[src/rtl/exp_master_pkg.sv]
// Shared register map, command constants and master FSM state type for the
// exponent accelerator and its Avalon-MM master.
package exp_master_pkg;

  localparam logic [3:0] REG_X      = 4'd0;
  localparam logic [3:0] REG_A      = 4'd1;
  localparam logic [3:0] REG_CTRL   = 4'd2;
  localparam logic [3:0] REG_STATUS = 4'd3;
  localparam logic [3:0] REG_RESULT = 4'd4;

  localparam logic [31:0] CTRL_START      = 32'h1;
  localparam int unsigned STATUS_DONE_BIT = 0;

  typedef enum logic [3:0] {
    StIdle,
    StWrX,
    StWrA,
    StWrGo,
    StRdStat,
    StWaitStat,
    StRdRes,
    StWaitRes,
    StResp
  } state_e;

endpackage

[src/rtl/exp_master_if.sv]
// Avalon-MM register bus between the exponent master and the accelerator slave.
interface exp_master_if;

  logic [3:0]  address;
  logic        read;
  logic        write;
  logic [31:0] writedata;
  logic [31:0] readdata;
  logic        waitrequest;

  modport master (
    output address, read, write, writedata,
    input  readdata, waitrequest
  );

  modport slave (
    input  address, read, write, writedata,
    output readdata, waitrequest
  );

endinterface

[src/rtl/avmm_txn.sv]
// Single Avalon-MM transfer engine: presents one read or write while i_req is high,
// holds it through waitrequest, and for reads waits READ_LATENCY cycles for data.
module avmm_txn #(
  parameter int unsigned READ_LATENCY = 1
) (
  input  logic        clk,
  input  logic        reset,
  input  logic        i_req,
  input  logic        i_we,
  input  logic [3:0]  i_addr,
  input  logic [31:0] i_wdata,
  output logic        o_accept,
  output logic        o_done,
  output logic [31:0] o_rdata,
  exp_master_if.master m
);

  localparam int unsigned LatW = $clog2(READ_LATENCY + 1);

  logic            r_wait;
  logic [LatW-1:0] r_cnt;
  logic            w_strobe;
  logic            w_last;

  // The strobe is a pure function of the request, so it holds itself during stalls.
  assign w_strobe    = i_req && !r_wait;
  assign m.read      = w_strobe && !i_we;
  assign m.write     = w_strobe && i_we;
  assign m.address   = w_strobe ? i_addr : 4'd0;
  assign m.writedata = (w_strobe && i_we) ? i_wdata : 32'd0;

  assign o_accept = w_strobe && !m.waitrequest;
  assign w_last   = r_wait && (r_cnt == LatW'(READ_LATENCY));
  assign o_done   = (o_accept && i_we) || w_last;
  assign o_rdata  = m.readdata;

  always_ff @(posedge clk or posedge reset) begin
    if (reset) begin
      r_wait <= 1'b0;
      r_cnt  <= '0;
    end else if (o_accept && !i_we) begin
      r_wait <= 1'b1;
      r_cnt  <= LatW'(1);
    end else if (w_last) begin
      r_wait <= 1'b0;
    end else if (r_wait) begin
      r_cnt <= r_cnt + LatW'(1);
    end
  end

endmodule

[src/rtl/exp_master.sv]
// Avalon-MM master that runs one x^a job on the accelerator per accepted command:
// write X, A, start; poll STATUS; read RESULT; return it on the response port.
module exp_master
  import exp_master_pkg::*;
#(
  parameter int unsigned READ_LATENCY = 1,
  parameter int unsigned MAX_POLLS    = 1024
) (
  input  logic        clk,
  input  logic        reset,
  input  logic        cmd_valid,
  output logic        cmd_ready,
  input  logic [31:0] cmd_x,
  input  logic [31:0] cmd_a,
  output logic        rsp_valid,
  input  logic        rsp_ready,
  output logic [31:0] rsp_result,
  output logic        rsp_timeout,
  exp_master_if.master m
);

  localparam int unsigned PollW = $clog2(MAX_POLLS + 1);

  state_e           r_state, w_state_d;
  logic [31:0]      r_x, r_a, r_result;
  logic [PollW-1:0] r_polls;
  logic             r_timeout, r_rsp_valid;

  logic             w_req, w_we, w_txn_accept, w_txn_done;
  logic [3:0]       w_addr;
  logic [31:0]      w_wdata, w_rdata;
  logic             w_done_bit, w_poll_max;

  assign w_done_bit = w_rdata[STATUS_DONE_BIT];
  assign w_poll_max = (r_polls == PollW'(MAX_POLLS));

  avmm_txn #(
    .READ_LATENCY(READ_LATENCY)
  ) u_txn (
    .clk     (clk),
    .reset   (reset),
    .i_req   (w_req),
    .i_we    (w_we),
    .i_addr  (w_addr),
    .i_wdata (w_wdata),
    .o_accept(w_txn_accept),
    .o_done  (w_txn_done),
    .o_rdata (w_rdata),
    .m       (m)
  );

  always_ff @(posedge clk or posedge reset) begin
    if (reset) r_state <= StIdle;
    else       r_state <= w_state_d;
  end

  always_comb begin
    w_state_d = r_state;
    w_req     = 1'b0;
    w_we      = 1'b0;
    w_addr    = REG_X;
    w_wdata   = 32'd0;
    unique case (r_state)
      StIdle: if (cmd_valid) w_state_d = StWrX;
      StWrX: begin
        w_req   = 1'b1;
        w_we    = 1'b1;
        w_addr  = REG_X;
        w_wdata = r_x;
        if (w_txn_done) w_state_d = StWrA;
      end
      StWrA: begin
        w_req   = 1'b1;
        w_we    = 1'b1;
        w_addr  = REG_A;
        w_wdata = r_a;
        if (w_txn_done) w_state_d = StWrGo;
      end
      StWrGo: begin
        w_req   = 1'b1;
        w_we    = 1'b1;
        w_addr  = REG_CTRL;
        w_wdata = CTRL_START;
        if (w_txn_done) w_state_d = StRdStat;
      end
      StRdStat: begin
        w_req  = 1'b1;
        w_addr = REG_STATUS;
        if (w_txn_accept) w_state_d = StWaitStat;
      end
      StWaitStat: begin
        w_req  = 1'b1;
        w_addr = REG_STATUS;
        if (w_txn_done) begin
          if (w_done_bit)      w_state_d = StRdRes;
          else if (w_poll_max) w_state_d = StResp;
          else                 w_state_d = StRdStat;
        end
      end
      StRdRes: begin
        w_req  = 1'b1;
        w_addr = REG_RESULT;
        if (w_txn_accept) w_state_d = StWaitRes;
      end
      StWaitRes: begin
        w_req  = 1'b1;
        w_addr = REG_RESULT;
        if (w_txn_done) w_state_d = StResp;
      end
      StResp: if (r_rsp_valid && rsp_ready) w_state_d = StIdle;
      default: w_state_d = StIdle;
    endcase
  end

  always_ff @(posedge clk or posedge reset) begin
    if (reset) begin
      r_x         <= 32'd0;
      r_a         <= 32'd0;
      r_polls     <= '0;
      r_result    <= 32'd0;
      r_timeout   <= 1'b0;
      r_rsp_valid <= 1'b0;
    end else begin
      if (r_state == StIdle && cmd_valid) begin
        r_x       <= cmd_x;
        r_a       <= cmd_a;
        r_polls   <= '0;
        r_result  <= 32'd0;
        r_timeout <= 1'b0;
      end
      if (r_state == StRdStat && w_txn_accept && !w_poll_max) begin
        r_polls <= r_polls + PollW'(1);
      end
      if (r_state == StWaitStat && w_txn_done && !w_done_bit && w_poll_max) begin
        r_result  <= 32'd0;
        r_timeout <= 1'b1;
      end
      if (r_state == StWaitRes && w_txn_done) begin
        r_result  <= w_rdata;
        r_timeout <= 1'b0;
      end
      // Valid rises one cycle into RESP, after the result register has settled.
      if (r_state == StResp && !r_rsp_valid)  r_rsp_valid <= 1'b1;
      else if (r_rsp_valid && rsp_ready)      r_rsp_valid <= 1'b0;
    end
  end

  assign cmd_ready   = (r_state == StIdle);
  assign rsp_valid   = r_rsp_valid;
  assign rsp_result  = r_result;
  assign rsp_timeout = r_timeout;

endmodule

[src/flat_wrapper.sv]
// flat-port wrapper written by rule: the top's interface ports become plain ports
module exp_master_flat import exp_master_pkg::*;
#(
  parameter int unsigned READ_LATENCY = 1,
  parameter int unsigned MAX_POLLS    = 1024
)
  (clk, reset, cmd_valid, cmd_ready, cmd_x, cmd_a, rsp_valid, rsp_ready, rsp_result, rsp_timeout, m_address, m_read, m_write, m_writedata, m_readdata, m_waitrequest);
  exp_master_if m_i ();
  input  logic clk;
  input  logic reset;
  input  logic cmd_valid;
  output logic cmd_ready;
  input  logic [31:0] cmd_x;
  input  logic [31:0] cmd_a;
  output logic rsp_valid;
  input  logic rsp_ready;
  output logic [31:0] rsp_result;
  output logic rsp_timeout;
  output wire logic [$bits(m_i.address)-1:0] m_address;
  output wire logic [$bits(m_i.read)-1:0] m_read;
  output wire logic [$bits(m_i.write)-1:0] m_write;
  output wire logic [$bits(m_i.writedata)-1:0] m_writedata;
  input wire logic [$bits(m_i.readdata)-1:0] m_readdata;
  input wire logic [$bits(m_i.waitrequest)-1:0] m_waitrequest;
  assign m_address = m_i.address;
  assign m_read = m_i.read;
  assign m_write = m_i.write;
  assign m_writedata = m_i.writedata;
  assign m_i.readdata = m_readdata;
  assign m_i.waitrequest = m_waitrequest;
  exp_master #(.READ_LATENCY(READ_LATENCY), .MAX_POLLS(MAX_POLLS)) u_core (.clk(clk), .reset(reset), .cmd_valid(cmd_valid), .cmd_ready(cmd_ready), .cmd_x(cmd_x), .cmd_a(cmd_a), .rsp_valid(rsp_valid), .rsp_ready(rsp_ready), .rsp_result(rsp_result), .rsp_timeout(rsp_timeout), .m(m_i));
endmodule
[config.mk]
export PLATFORM = sky130hd
export DESIGN_NAME = exp_master_flat
export DESIGN_NICKNAME = d
export VERILOG_FILES = /design/src/rtl/exp_master_pkg.sv /design/src/rtl/exp_master_if.sv /design/src/rtl/avmm_txn.sv /design/src/rtl/exp_master.sv /design/src/flat_wrapper.sv
export SDC_FILE = /design/constraint.sdc
export NUM_CORES = 1
export LEC_CHECK = 0
export CAP_MARGIN = 10
export CORE_ASPECT_RATIO = 0.75
export CORE_MARGIN = 2
export CORE_UTILIZATION = 43
export DETAILED_ROUTE_END_ITERATION = 8
export PLACE_DENSITY = 0.86
export SYNTH_ARGS = -nofsm -noshare
export SYNTH_HDL_FRONTEND = slang
export SYNTH_HIERARCHICAL = 1
export SYNTH_SLANG_ARGS = --single-unit
[constraint.sdc]
create_clock -name clk -period 3.9 [get_ports clk]
set_input_delay 0.78 -clock clk [delete_from_list [all_inputs] [get_ports clk]]
set_output_delay 0.78 -clock clk [all_outputs]
set_load 0.02 [all_outputs]
==> qor_table.md, run 1 <==
| Quantity | This run | Unit |
|---|---|---|
| Run status | finished, final reports clean | - |
| Inserted Diodes | 0 | - |
| Root Buffer Master | sky130_fd_sc_hd__clkbuf_16 | - |
| Distinct cell type count of the synthesized netlist | 48 | - |
| Synth top area cells | sky130_fd_sc_hd__dfrtp_1 (51%), sky130_fd_sc_hd__nand2_1 (14%), sky130_fd_sc_hd__a22o_1 (9.8%), sky130_fd_sc_hd__and2_4 (4.5%), sky130_fd_sc_hd__buf_4 (4.3%) | - |
| Final setup skew | 0.0103 | ns |
| # setup viols final | 0 | - |
| Static leakage | 3.70 | nW |
| Iteration count of the initial detailed-routing pass | 4 | - |
| Leading cell type by number of instances after synthesis | sky130_fd_sc_hd__nand2_1 | - |
| Number of DRC violations after detailed routing | 0 | - |
| Pin slew with the least headroom to its limit | 0.550 | ns |
| Min Tclk post-route | 3.65 | ns |
| Flip-flop and latch count after synthesis | 115 | - |
| Clock network latency to the later pin of the worst-skew pair | 0.40 | ns |
| Setup WS post-layout | 0.254 | ns |
| Pre-CTS setup slack | 0.548 | ns |
| Most frequent cells after synthesis | sky130_fd_sc_hd__nand2_1 (204), sky130_fd_sc_hd__dfrtp_1 (115), sky130_fd_sc_hd__a22o_1 (63) | - |
| Maximum number of pins on one net before global-route repair | 81 | - |
| Post-layout instance count excluding filler cells | 907 | - |
| Final global-route overflow total | 0 | - |
| Inserted Clock Buffers | 17 | - |
| Initial core utilization | 0.436 | - |
| Top cell family by delay on the critical path | simple AND/OR/NAND/NOR gates | - |
| Final Wtd Congestion | 0.852 | - |
| Share of cell area taken by muxes after synthesis | 0.00914 | - |
| Number of cells produced by synthesis | 593 | - |
| Initial detailed-routing violation count | 212 | - |
| Layout fillers | 1,043 | - |
| Number of enable flip-flop cells after synthesis | 0 | - |
| Kind of launch point of the worst setup path | register | - |
| Maximum fanout along the worst path | 33 | - |
| Number of input and output port buffers inserted | 172 | - |
| Share of the synthesized area in compound gates (AO/OA/AOI/OAI) | 0.132 | - |
| Type of the setup path with the least slack | reg -> out | - |
| Die boundary width | 136 | µm |
| Dominant synthesized flop cell | sky130_fd_sc_hd__dfrtp_1 | - |
| Async set-or-reset flop fraction in the synthesized netlist | 1.00 | - |
| H-tree levels | 4 | - |
| Required arrival time at the worst endpoint | 3.12 | ns |
| Clock tree from TritonCTS | built | - |
| Count of antenna-violating nets left after detailed routing | 0 | - |
| Final hold violations | 0 | - |
| Slowest cell delay on critical path | 0.64 | ns |
| Initial antenna violation count | 0 | - |
| Post-CTS Setup Inserts | 0 | - |
| Synth Net Count | 696 | - |
| Deepest clock path buffer count | 2 | - |
| Average via count per standard cell | 5.05 | - |
| Wire length of the first global-routing pass | 22.1 | mm |
| Share of synthesized cell area in full adder, half adder and majority cells | 0.00446 | - |
| Standard cell core area | 12,900 | µm² |
| Upper clock frequency limit | 274 | MHz |
| Worst rel slew slack | 0.633 | - |
| Highest ir drop seen on vdd | 0.000423 | V |
| Post-Route Hold Slack | 0.471 | ns |
| Row count | 36 | - |
| Xor/xnor cell area share of the yosys netlist | 0.00156 | - |
| Slowest cell on the critical path | sky130_fd_sc_hd__dfrtp_1 | - |
| PwrDens | 788 | nW/µm² |
| DRT Wirelength | 14.4 | mm |
| Clock Pin Slew Worst Setup and Hold Paths | 0.05 | ns |
| Area added between synthesis and finish | 40.8 | % |
| Die Area | 14,000 | µm² |
| Number of buffer and inverter instances along the worst setup path | 1 | - |
| Netlist area before placement | 5610 | µm² |
| Post-place instance area | 7230 | µm² |
| Crit path arrival time | 2.87 | ns |
| Worst setup slack for register-to-register paths | 1.22 | ns |
| Vias post-DR | 4,582 | - |
| Nets | 826 | - |
| Share of synthesized cell area in and, or, nand and nor gates | 0.259 | - |
| Number of synthesis warnings | 6 | - |
| Post-synthesis area per instance | 9.47 | µm² |
| Critical Path, Cell by Cell | nor2_1 > nor3_1 > and3b_4 > and2_4 > clkdlybuf4s50_1 | - |
| Vertical die dimension | 103 | µm |
| Average wire per cell in the routed design | 15.9 | µm |
| Count of pins over their slew limit | 0 | - |
| Post-route cell area | 7900 | µm² |
| Hold Crit Class | reg -> reg | - |
| Count of boundary I/O pins | 174 | - |
| Post-Place Cells | 875 | - |
| Placed wire-length estimate | 9.50 | mm |
| Portion of the post-synthesis area used by sequential elements | 0.513 | - |
| Clock sink count | 115 | - |
| Post-route clock period utilization | 0.935 | - |
| Unrepaired setup endpoints after global routing | no | - |
| Share of final-layout standard cells stronger than drive strength 1 | 0.110 | - |
| Share of Yosys cell area claimed by the top area cell type | 0.513 | - |
| Max Cap Violations | 0 | - |
| Library cell with the largest summed area after synthesis | sky130_fd_sc_hd__dfrtp_1 | - |
| Total negative slack | 0 | ns |
| Overall routing resource usage | 0.206 | - |
| Endpoint kind of the worst setup timing path | primary output | - |
| Via count of the first global-routing pass | 4,318 | - |
| Combinational family with the most area after synthesis | simple AND/OR/NAND/NOR gates | - |
## power by group
part,switching (mW),internal (mW)
combinational,1.32,1.14
clock,0.546,1.22
sequential,0.324,1.69
total,2.19,4.04
## path summary, 6_finish.rpt
path / from / endpoint / depth (start not counted)
max: u_core/r_state[0]$_DFFE_PP0P_ / m_writedata[6] / 5
min: u_core/r_x[19]$_DFFE_PP0P_ / u_core/r_x[19]$_DFFE_PP0P_ / 2
max reg2reg: u_core/r_state[0]$_DFFE_PP0P_ / u_core/rsp_result[10]$_DFFE_PP0P_ / 10
min reg2reg: u_core/r_x[19]$_DFFE_PP0P_ / u_core/r_x[19]$_DFFE_PP0P_ / 2
max in group asynchronous: reset / u_core/r_polls[0]$_DFFE_PP0P_ / 3
min in group asynchronous: reset / u_core/u_txn/r_cnt$_DFFE_PP0P_ / 2
## layout by cell type, fill, tap and decap left out, types with 2 or more instances in the layout
cell type and instances:
sky130_fd_sc_hd__a221o_1 3, sky130_fd_sc_hd__ha_1 2, sky130_fd_sc_hd__clkinv_2 2, sky130_fd_sc_hd__buf_4 9, sky130_fd_sc_hd__nand3_1 4, sky130_fd_sc_hd__nor4_1 3
sky130_fd_sc_hd__clkbuf_16 17, sky130_fd_sc_hd__o21ai_0 3, sky130_fd_sc_hd__nor3b_1 2, sky130_fd_sc_hd__o41ai_1 2, sky130_fd_sc_hd__nor2_1 16, sky130_fd_sc_hd__clkdlybuf4s50_1 172
sky130_fd_sc_hd__a22o_1 63, sky130_fd_sc_hd__dfrtp_1 115, sky130_fd_sc_hd__nor3_1 5, sky130_fd_sc_hd__o31ai_1 2, sky130_fd_sc_hd__bufinv_16 6, sky130_fd_sc_hd__and2_1 10
sky130_fd_sc_hd__nor4_4 2, sky130_fd_sc_hd__a211oi_1 3, sky130_fd_sc_hd__nand2b_1 3, sky130_fd_sc_hd__mux2i_1 4, sky130_fd_sc_hd__clkinvlp_4 3, sky130_fd_sc_hd__nand3b_1 2
sky130_fd_sc_hd__nand2_1 204, sky130_fd_sc_hd__a21oi_1 7, sky130_fd_sc_hd__and3_1 6, sky130_fd_sc_hd__inv_1 5, sky130_fd_sc_hd__and2_4 29, sky130_fd_sc_hd__nand4_1 3
## through the flow
step	utilization	power, mW
floorplan	-	3.55
global placement	0.561	4.39
detailed placement	0.561	4.46
CTS	0.613	6.27
global route	0.614	6.62
finish	0.614	6.23
## state kept, by name (all words and copies together) (netlist names)
signal               count
u_core/r_state           4
u_core/u_txn/r_wait      1
u_core/r_a              32
u_core/r_x              32
u_core/rsp_result       32
u_core/u_txn/r_cnt       1
u_core/rsp_valid         1
u_core/r_polls          11
u_core/rsp_timeout       1
## worst reg2reg max path, delay by kind of cell (launching register included)
kind            cells  cell delay [ns]
simple gates        5             1.00
compound gates      3             0.52
buf+inv             2             0.42
flops               1             0.64
## logic make-up after synthesis
logic type | count (synthesis)
adder cells (fa/ha/maj) | 2
other | 1
multiplexers | 5
buffers and inverters | 77
AO/OA/AOI/OAI | 90
XOR/XNOR | 1
flip-flops | 115
AND/OR/NAND/NOR | 302
## timing repair
item,in CTS,in global routing
hold endpoints to repair,0,0
endpoints found under the setup margin,0,32
resized for setup,0,1
hold buffers,0,0
## area by class of cell
cell class,instances,area (µm²),share of cell area
inverters,6,25.0,0.00317
repair buffers,182,1810,0.229
multi-input cells,401,2300,0.292
well taps,171,214,0.0271
clock inverters,13,230,0.0291
clock buffers,19,443,0.0560
flip-flops and latches,115,2880,0.364
## layer usage
layer	wire, µm	track usage	up-vias
met5	0	0	-
met4	191	0.0729	0
met3	1360	0.0831	14
met2	6280	0.320	169
met1	6560	0.264	2180
li1	-	-	2219
Note: power is estimated with default switching activity, not from simulation.
==> run 2: changes to the inputs <==
Settings changed: CELL_PAD_IN_SITES_DETAIL_PLACEMENT set to 1, CELL_PAD_IN_SITES_GLOBAL_PLACEMENT set to 1, CORE_UTILIZATION 43 to 32, CTS_CLUSTER_SIZE set to 16, PLACE_DENSITY 0.86 to 0.85.
==> qor_table.md, run 2 (synthesis gave the netlist of run 1 again) <==
| Quantity | This run | Unit | Delta |
|---|---|---|---|
| Run status | finished, final reports clean | - |  |
| Cell internal pwr | 4.02 | mW | -0.60% |
| Average wire per cell in the routed design | 18.0 | µm | +14% |
| Fraction of power consumed by the clock network | 0.274 | - | -0.009 |
| Inserted Clock Buffers | 17 | - | unchanged |
| Top cell family by delay on the critical path | buffers and inverters | - |  |
| Required arrival time at the worst endpoint | 3.12 | ns | about the same |
| Average via count per standard cell | 4.87 | - | -3.6% |
| Count of pins over their slew limit | 0 | - | unchanged |
| Slowest cell delay on critical path | 0.65 | ns | about the same |
| Total negative slack | 0 | ns | unchanged |
| Share of final-layout standard cells stronger than drive strength 1 | 0.118 | - | +0.00767 |
| Maximum fanout along the worst path | 17 | - | -48% |
| Unrepaired setup endpoints after global routing | no | - |  |
| Initial antenna violation count | 2 | - | +2 |
| Hold Crit Class | reg -> reg | - |  |
| Wire length of the first global-routing pass | 27.0 | mm | +22% |
| Maximum number of pins on one net before global-route repair | 67 | - | -17% |
| Number of buffers inserted for hold repair after clock tree synthesis | 0 | - | unchanged |
| Vias post-DR | 4,750 | - | +3.7% |
| Final setup skew | 0.00738 | ns | -0.00289 ns |
| # setup viols final | 0 | - | unchanged |
| Number of buffer and inverter instances along the worst setup path | 2 | - | +1 |
| Critical path depth in cells | 5 | - | unchanged |
| Die boundary width | 157 | µm | +15% |
| Overall routing resource usage | 0.187 | - | -0.0188 |
| Type of the setup path with the least slack | reg -> out | - |  |
| DRT Wirelength | 17.6 | mm | +22% |
| H-tree levels | 4 | - | unchanged |
| Worst Hold Path Cells | 2 | - | unchanged |
| Slowest cell on the critical path | sky130_fd_sc_hd__dfrtp_1 | - |  |
| Final global-route overflow total | 0 | - | unchanged |
| Switching pwr | 2.37 | mW | +8.2% |
| Via count of the first global-routing pass | 5,020 | - | +16% |
| Layout fillers | 1,887 | - | +81% |
| Crit path arrival time | 2.95 | ns | +0.08 ns |
| PwrDens | 797 | nW/µm² | +1.1% |
| Critical Path, Cell by Cell | inv_1 > a21oi_2 > and3b_4 > and2_4 > clkdlybuf4s50_1 | - |  |
| Deepest clock path buffer count | 2 | - | unchanged |
| Clock sink count | 115 | - | unchanged |
| Highest ir drop seen on vdd | 0.000266 | V | -37% |
| Upper clock frequency limit | 268 | MHz | -2.3% |
| Nets | 829 | - | +0.36% |
| Placed wire-length estimate | 11.5 | mm | +21% |
| Static leakage | 3.72 | nW | +0.45% |
| Post-route clock period utilization | 0.957 | - | +0.0219 |
| Pin slew with the least headroom to its limit | 0.836 | ns | +0.285 ns |
| Area added between synthesis and finish | 42.8 | % |  |
| Row count | 41 | - | +14% |
| Post-CTS Setup Inserts | 0 | - | unchanged |
| Iteration count of the initial detailed-routing pass | 4 | - | unchanged |
| Worst-case reg-to-reg path depth | 8 | - | -2 |
| Root Buffer Master | sky130_fd_sc_hd__clkbuf_16 | - |  |
| Count of boundary I/O pins | 174 | - | unchanged |
| Kind of launch point of the worst setup path | register | - |  |
| Leading cell type in the layout, fill and taps excluded | sky130_fd_sc_hd__nand2_1 | - |  |
| Share of total power consumed by net switching | 0.371 | - | +0.0196 |
| Number of input and output port buffers inserted | 172 | - | unchanged |
| Inserted Diodes | 0 | - | unchanged |
| Initial core utilization | 0.331 | - | -0.105 |
| Clock tree from TritonCTS | built | - |  |
| Number of DRC violations after detailed routing | 0 | - | unchanged |
| Setup WS post-layout | 0.169 | ns | -0.0852 ns |
| Clock Pin Slew Worst Setup and Hold Paths | 0.05 | ns | about the same |
| Combinational group share of total power | 0.407 | - | +0.013 |
| Endpoint kind of the worst setup timing path | primary output | - |  |
| Vertical die dimension | 119 | µm | +15% |
| Pre-CTS setup slack | 0.388 | ns | -0.160 ns |
| Final Wtd Congestion | 0.768 | - | -9.9% |
| Min Tclk post-route | 3.73 | ns | +0.0852 ns |
| Share of total power in sequential cells | 0.319 | - | -0.004 |
| Clock network latency to the later pin of the worst-skew pair | 0.42 | ns | +0.02 ns |
| Count of antenna-violating nets left after detailed routing | 0 | - | unchanged |
| Standard cell core area | 17,000 | µm² | +32% |
| Die Area | 18,600 | µm² | +33% |
| Worst rel slew slack | 0.442 | - | -0.191 |
| Max Cap Violations | 0 | - | unchanged |
| Highest-count cells in the layout ignoring fill and taps | sky130_fd_sc_hd__nand2_1 (204), sky130_fd_sc_hd__clkdlybuf4s50_1 (172), sky130_fd_sc_hd__dfrtp_1 (115) | - |  |
| Initial detailed-routing violation count | 208 | - | -1.9% |
| Final hold violations | 0 | - | unchanged |
-- run 2: worst min-delay path: stages (launching register included) --
cell and delay, ns:
sky130_fd_sc_hd__dfrtp_1 0.34, sky130_fd_sc_hd__nand2_1 0.05, sky130_fd_sc_hd__nand2_1 0.05
-- run 2: what timing repair did --
| action | 4_1_cts | 5_1_grt |
|---|---|---|
| resized for setup | 1 | 5 |
| endpoints found under the setup margin | 32 | 32 |
| pin swaps | 0 | 1 |
| gates cloned | 0 | 1 |
-- run 2: path summary, 6_finish.rpt --
| kind | end | slack [ns] | start |
|---|---|---|---|
| min in group asynchronous | u_core/u_txn/r_wait$_DFFE_PP0P_ | 0.60 | reset |
| min reg2reg | u_core/r_x[19]$_DFFE_PP0P_ | 0.47 | u_core/r_x[19]$_DFFE_PP0P_ |
| min | u_core/r_x[19]$_DFFE_PP0P_ | 0.47 | u_core/r_x[19]$_DFFE_PP0P_ |
| max | m_writedata[20] | 0.17 | u_core/r_state[2]$_DFFE_PP0P_ |
| max reg2reg | u_core/r_polls[7]$_DFFE_PP0P_ | 0.84 | u_core/r_state[2]$_DFFE_PP0P_ |
| max in group asynchronous | u_core/rsp_result[24]$_DFFE_PP0P_ | 2.35 | reset |
-- run 2: layer usage --
layer / global-route usage / share of wire
met5: 0 / 0.0013
met4: 0.0579 / 0.015
met3: 0.0726 / 0.082
met2: 0.293 / 0.46
met1: 0.239 / 0.44
-- run 2: power groups by stage --
stage               Sequential, mW  Clock (mW)  Combinational (mW)
finish                        2.03        1.75                2.60
global route                  2.10        1.84                2.82
CTS                           2.03        1.78                2.56
detailed placement            2.04           0                2.52
global placement              2.00           0                2.46
floorplan                     2.12           0                1.43
-- run 2: area by class of cell --
cell class / instances / area (µm²) / share of cell area
clock buffers: 19 / 453 / 0.0565
flip-flops and latches: 115 / 2880 / 0.359
repair buffers: 184 / 1820 / 0.228
multi-input cells: 402 / 2330 / 0.291
inverters: 6 / 25.0 / 0.00312
clock inverters: 13 / 206 / 0.0258
well taps: 236 / 295 / 0.0368
-- run 2: metrics by stage --
step                hold WS (ns)   util  instances  power, mW  instance area, µm²
finish                     0.475  0.472        975       6.38                8010
global route               0.492  0.472        975       6.76                8010
CTS                        0.478  0.470        974       6.37                7990
detailed placement         0.466  0.431        942       4.56                7320
global placement           0.458  0.431        942       4.46                7320
floorplan                  0.440      -        593       3.55                5610
==> run 3: changes to the inputs <==
Settings changed: RECOVER_POWER set to 50, SKIP_LAST_GASP set to 1, SLEW_MARGIN set to 20.
==> qor_table.md, run 3 (synthesis gave the netlist of run 1 again) <==
| Quantity | This run | Unit | Delta |
|---|---|---|---|
| Run status | complete, but fails checks | - |  |
| Violated checks | capacitance limit, slew limit | - |  |
| H-tree levels | 4 | - | unchanged |
| Total negative slack | 0 | ns | unchanged |
| Die Area | 18,600 | µm² | unchanged |
| DRT Wirelength | 17.6 | mm | about the same |
| Clock sink count | 115 | - | unchanged |
| Iteration count of the initial detailed-routing pass | 4 | - | unchanged |
| Type of the setup path with the least slack | reg -> out | - |  |
| Clock network latency to the later pin of the worst-skew pair | 0.42 | ns | about the same |
| Endpoint kind of the worst setup timing path | primary output | - |  |
| Overall routing resource usage | 0.187 | - | unchanged |
| Top cell family by delay on the critical path | simple AND/OR/NAND/NOR gates | - |  |
| Final hold violations | 0 | - | unchanged |
| Max Cap Violations | 2 | - | +2 |
| Critical Path, Cell by Cell | nor2_1 > a21oi_2 > and3b_4 > and2_4 > clkdlybuf4s50_1 | - |  |
| Count of boundary I/O pins | 174 | - | unchanged |
| Clock Pin Slew Worst Setup and Hold Paths | 0.05 | ns | about the same |
| Row count | 41 | - | unchanged |
| Worst rel slew slack | -0.327 | - | -0.770 |
| Slowest cell on the critical path | sky130_fd_sc_hd__dfrtp_1 | - |  |
| Placed wire-length estimate | 11.5 | mm | unchanged |
| Average wire per cell in the routed design | 18.0 | µm | about the same |
| Upper clock frequency limit | 268 | MHz | about the same |
| Die boundary width | 157 | µm | unchanged |
| Slowest cell delay on critical path | 0.65 | ns | about the same |
| Count of pins over their slew limit | 82 | - | +82 |
| Root Buffer Master | sky130_fd_sc_hd__clkbuf_16 | - |  |
| Nets | 829 | - | unchanged |
| Clock tree from TritonCTS | built | - |  |
| Pin slew with the least headroom to its limit | 1.98 | ns | +1.14 ns |
| Area added between synthesis and finish | 42.4 | % |  |
| Post-Route Hold Slack | 0.475 | ns | -0.00000100 ns |
| Initial core utilization | 0.331 | - | unchanged |
| Required arrival time at the worst endpoint | 3.12 | ns | about the same |
| Final global-route overflow total | 0 | - | unchanged |
| # setup viols final | 0 | - | unchanged |
| Number of buffers inserted for hold repair after clock tree synthesis | 0 | - | unchanged |
| Count of antenna-violating nets left after detailed routing | 0 | - | unchanged |
| Leading cell type in the layout, fill and taps excluded | sky130_fd_sc_hd__nand2_1 | - |  |
| Number of DRC violations after detailed routing | 0 | - | unchanged |
| Inserted Clock Buffers | 17 | - | unchanged |
| Wire length of the first global-routing pass | 27.0 | mm | unchanged |
| PwrDens | 791 | nW/µm² | -0.72% |
| Hold Crit Class | reg -> reg | - |  |
| Static leakage | 3.79 | nW | +2.0% |
| Crit path arrival time | 2.95 | ns | about the same |
| Average via count per standard cell | 4.89 | - | +0.34% |
| Inserted Diodes | 0 | - | unchanged |
| Initial antenna violation count | 2 | - | unchanged |
| Initial detailed-routing violation count | 210 | - | +0.96% |
| Share of final-layout standard cells stronger than drive strength 1 | 0.116 | - | -0.00135 |
| Number of buffer and inverter instances along the worst setup path | 1 | - | -1 |
| Maximum fanout along the worst path | 19 | - | +2 |
| Number of input and output port buffers inserted | 172 | - | unchanged |
| Via count of the first global-routing pass | 5,020 | - | unchanged |
| Deepest clock path buffer count | 2 | - | unchanged |
| Kind of launch point of the worst setup path | register | - |  |
| Final setup skew | 0.00734 | ns | -0.0000318 ns |
| Highest-count cells in the layout ignoring fill and taps | sky130_fd_sc_hd__nand2_1 (204), sky130_fd_sc_hd__clkdlybuf4s50_1 (139), sky130_fd_sc_hd__dfrtp_1 (115) | - |  |
| Layout fillers | 1,891 | - | +0.21% |
| Vertical die dimension | 119 | µm | unchanged |
| Min Tclk post-route | 3.73 | ns | +0.000192 ns |
| Highest ir drop seen on vdd | 0.000266 | V | about the same |
| Unrepaired setup endpoints after global routing | no | - |  |
| Standard cell core area | 17,000 | µm² | unchanged |
| Vias post-DR | 4,766 | - | +0.34% |
| Maximum number of pins on one net before global-route repair | 67 | - | unchanged |
| Post-route clock period utilization | 0.957 | - | about the same |
| Final Wtd Congestion | 0.768 | - | unchanged |
## run 3: final timing paths
path | end | slack (ns) | start | cells past startpoint
worst min-delay path | u_core/r_x[19]$_DFFE_PP0P_ | 0.47 | u_core/r_x[19]$_DFFE_PP0P_ | 2
worst max register to register | u_core/r_polls[7]$_DFFE_PP0P_ | 0.84 | u_core/r_state[1]$_DFFE_PP0P_ | 8
min in group asynchronous | u_core/u_txn/r_wait$_DFFE_PP0P_ | 0.69 | reset | 2
max in group asynchronous | u_core/r_x[25]$_DFFE_PP0P_ | 0.64 | reset | 3
worst max-delay path | m_writedata[20] | 0.17 | u_core/r_state[1]$_DFFE_PP0P_ | 5
worst min register to register | u_core/r_x[19]$_DFFE_PP0P_ | 0.47 | u_core/r_x[19]$_DFFE_PP0P_ | 2
## run 3: metal layers
layer | vias to the layer above | wire length, µm | track usage
li1 | 2236 | - | -
met1 | 2346 | 7770 | 0.239
met2 | 155 | 8050 | 0.293
met3 | 25 | 1460 | 0.0726
met4 | 4 | 265 | 0.0579
met5 | - | 23 | 0
## run 3: area by class of cell
type / count / area (µm²) / share of cell area
sequential: 115 / 2880 / 0.360
clock inverter: 13 / 206 / 0.0258
tap: 236 / 295 / 0.0370
inverter: 6 / 23.8 / 0.00298
timing repair buffer: 184 / 1810 / 0.226
clock buffer: 19 / 453 / 0.0567
multi-input combinational: 402 / 2330 / 0.291
## run 3: repair_timing
item                                   in CTS  in global routing
endpoints found under the hold margin       0                  0
resized for setup                           1                  5
pin swaps                                   0                  1
setup buffers                               0                  0
cloned                                      0                  1
setup endpoints to repair                  32                 32
## run 3: power breakdown
group | leakage, nW | internal (mW) | total (mW) | switching, mW
Combinational | 1.99 | 1.11 | 2.54 | 1.44
Clock | 0.319 | 1.17 | 1.75 | 0.582
Sequential | 1.48 | 1.69 | 2.03 | 0.339
## run 3: worst reg2reg max path, delay by kind of cell, from the launching register on
family          cells  cell delay (ns)
compound gates      3             1.14
simple gates        5             1.13
flops               1             0.65
## run 3: per-stage QoR
| stage | instances | total power [mW] | utilization | cell area, µm² | setup WS, ns |
|---|---|---|---|---|---|
| final | 975 | 6.32 | 0.471 | 7990 | 0.168 |
| after global routing | 975 | 6.70 | 0.471 | 7990 | 0.0330 |
| after CTS | 974 | 6.37 | 0.470 | 7990 | 0.0872 |
| after detailed placement | 942 | 4.56 | 0.431 | 7320 | 0.388 |
| after floorplan | 593 | 3.55 | - | 5610 | 0.133 |
| after global placement | 942 | 4.46 | 0.431 | 7320 | 0.569 |
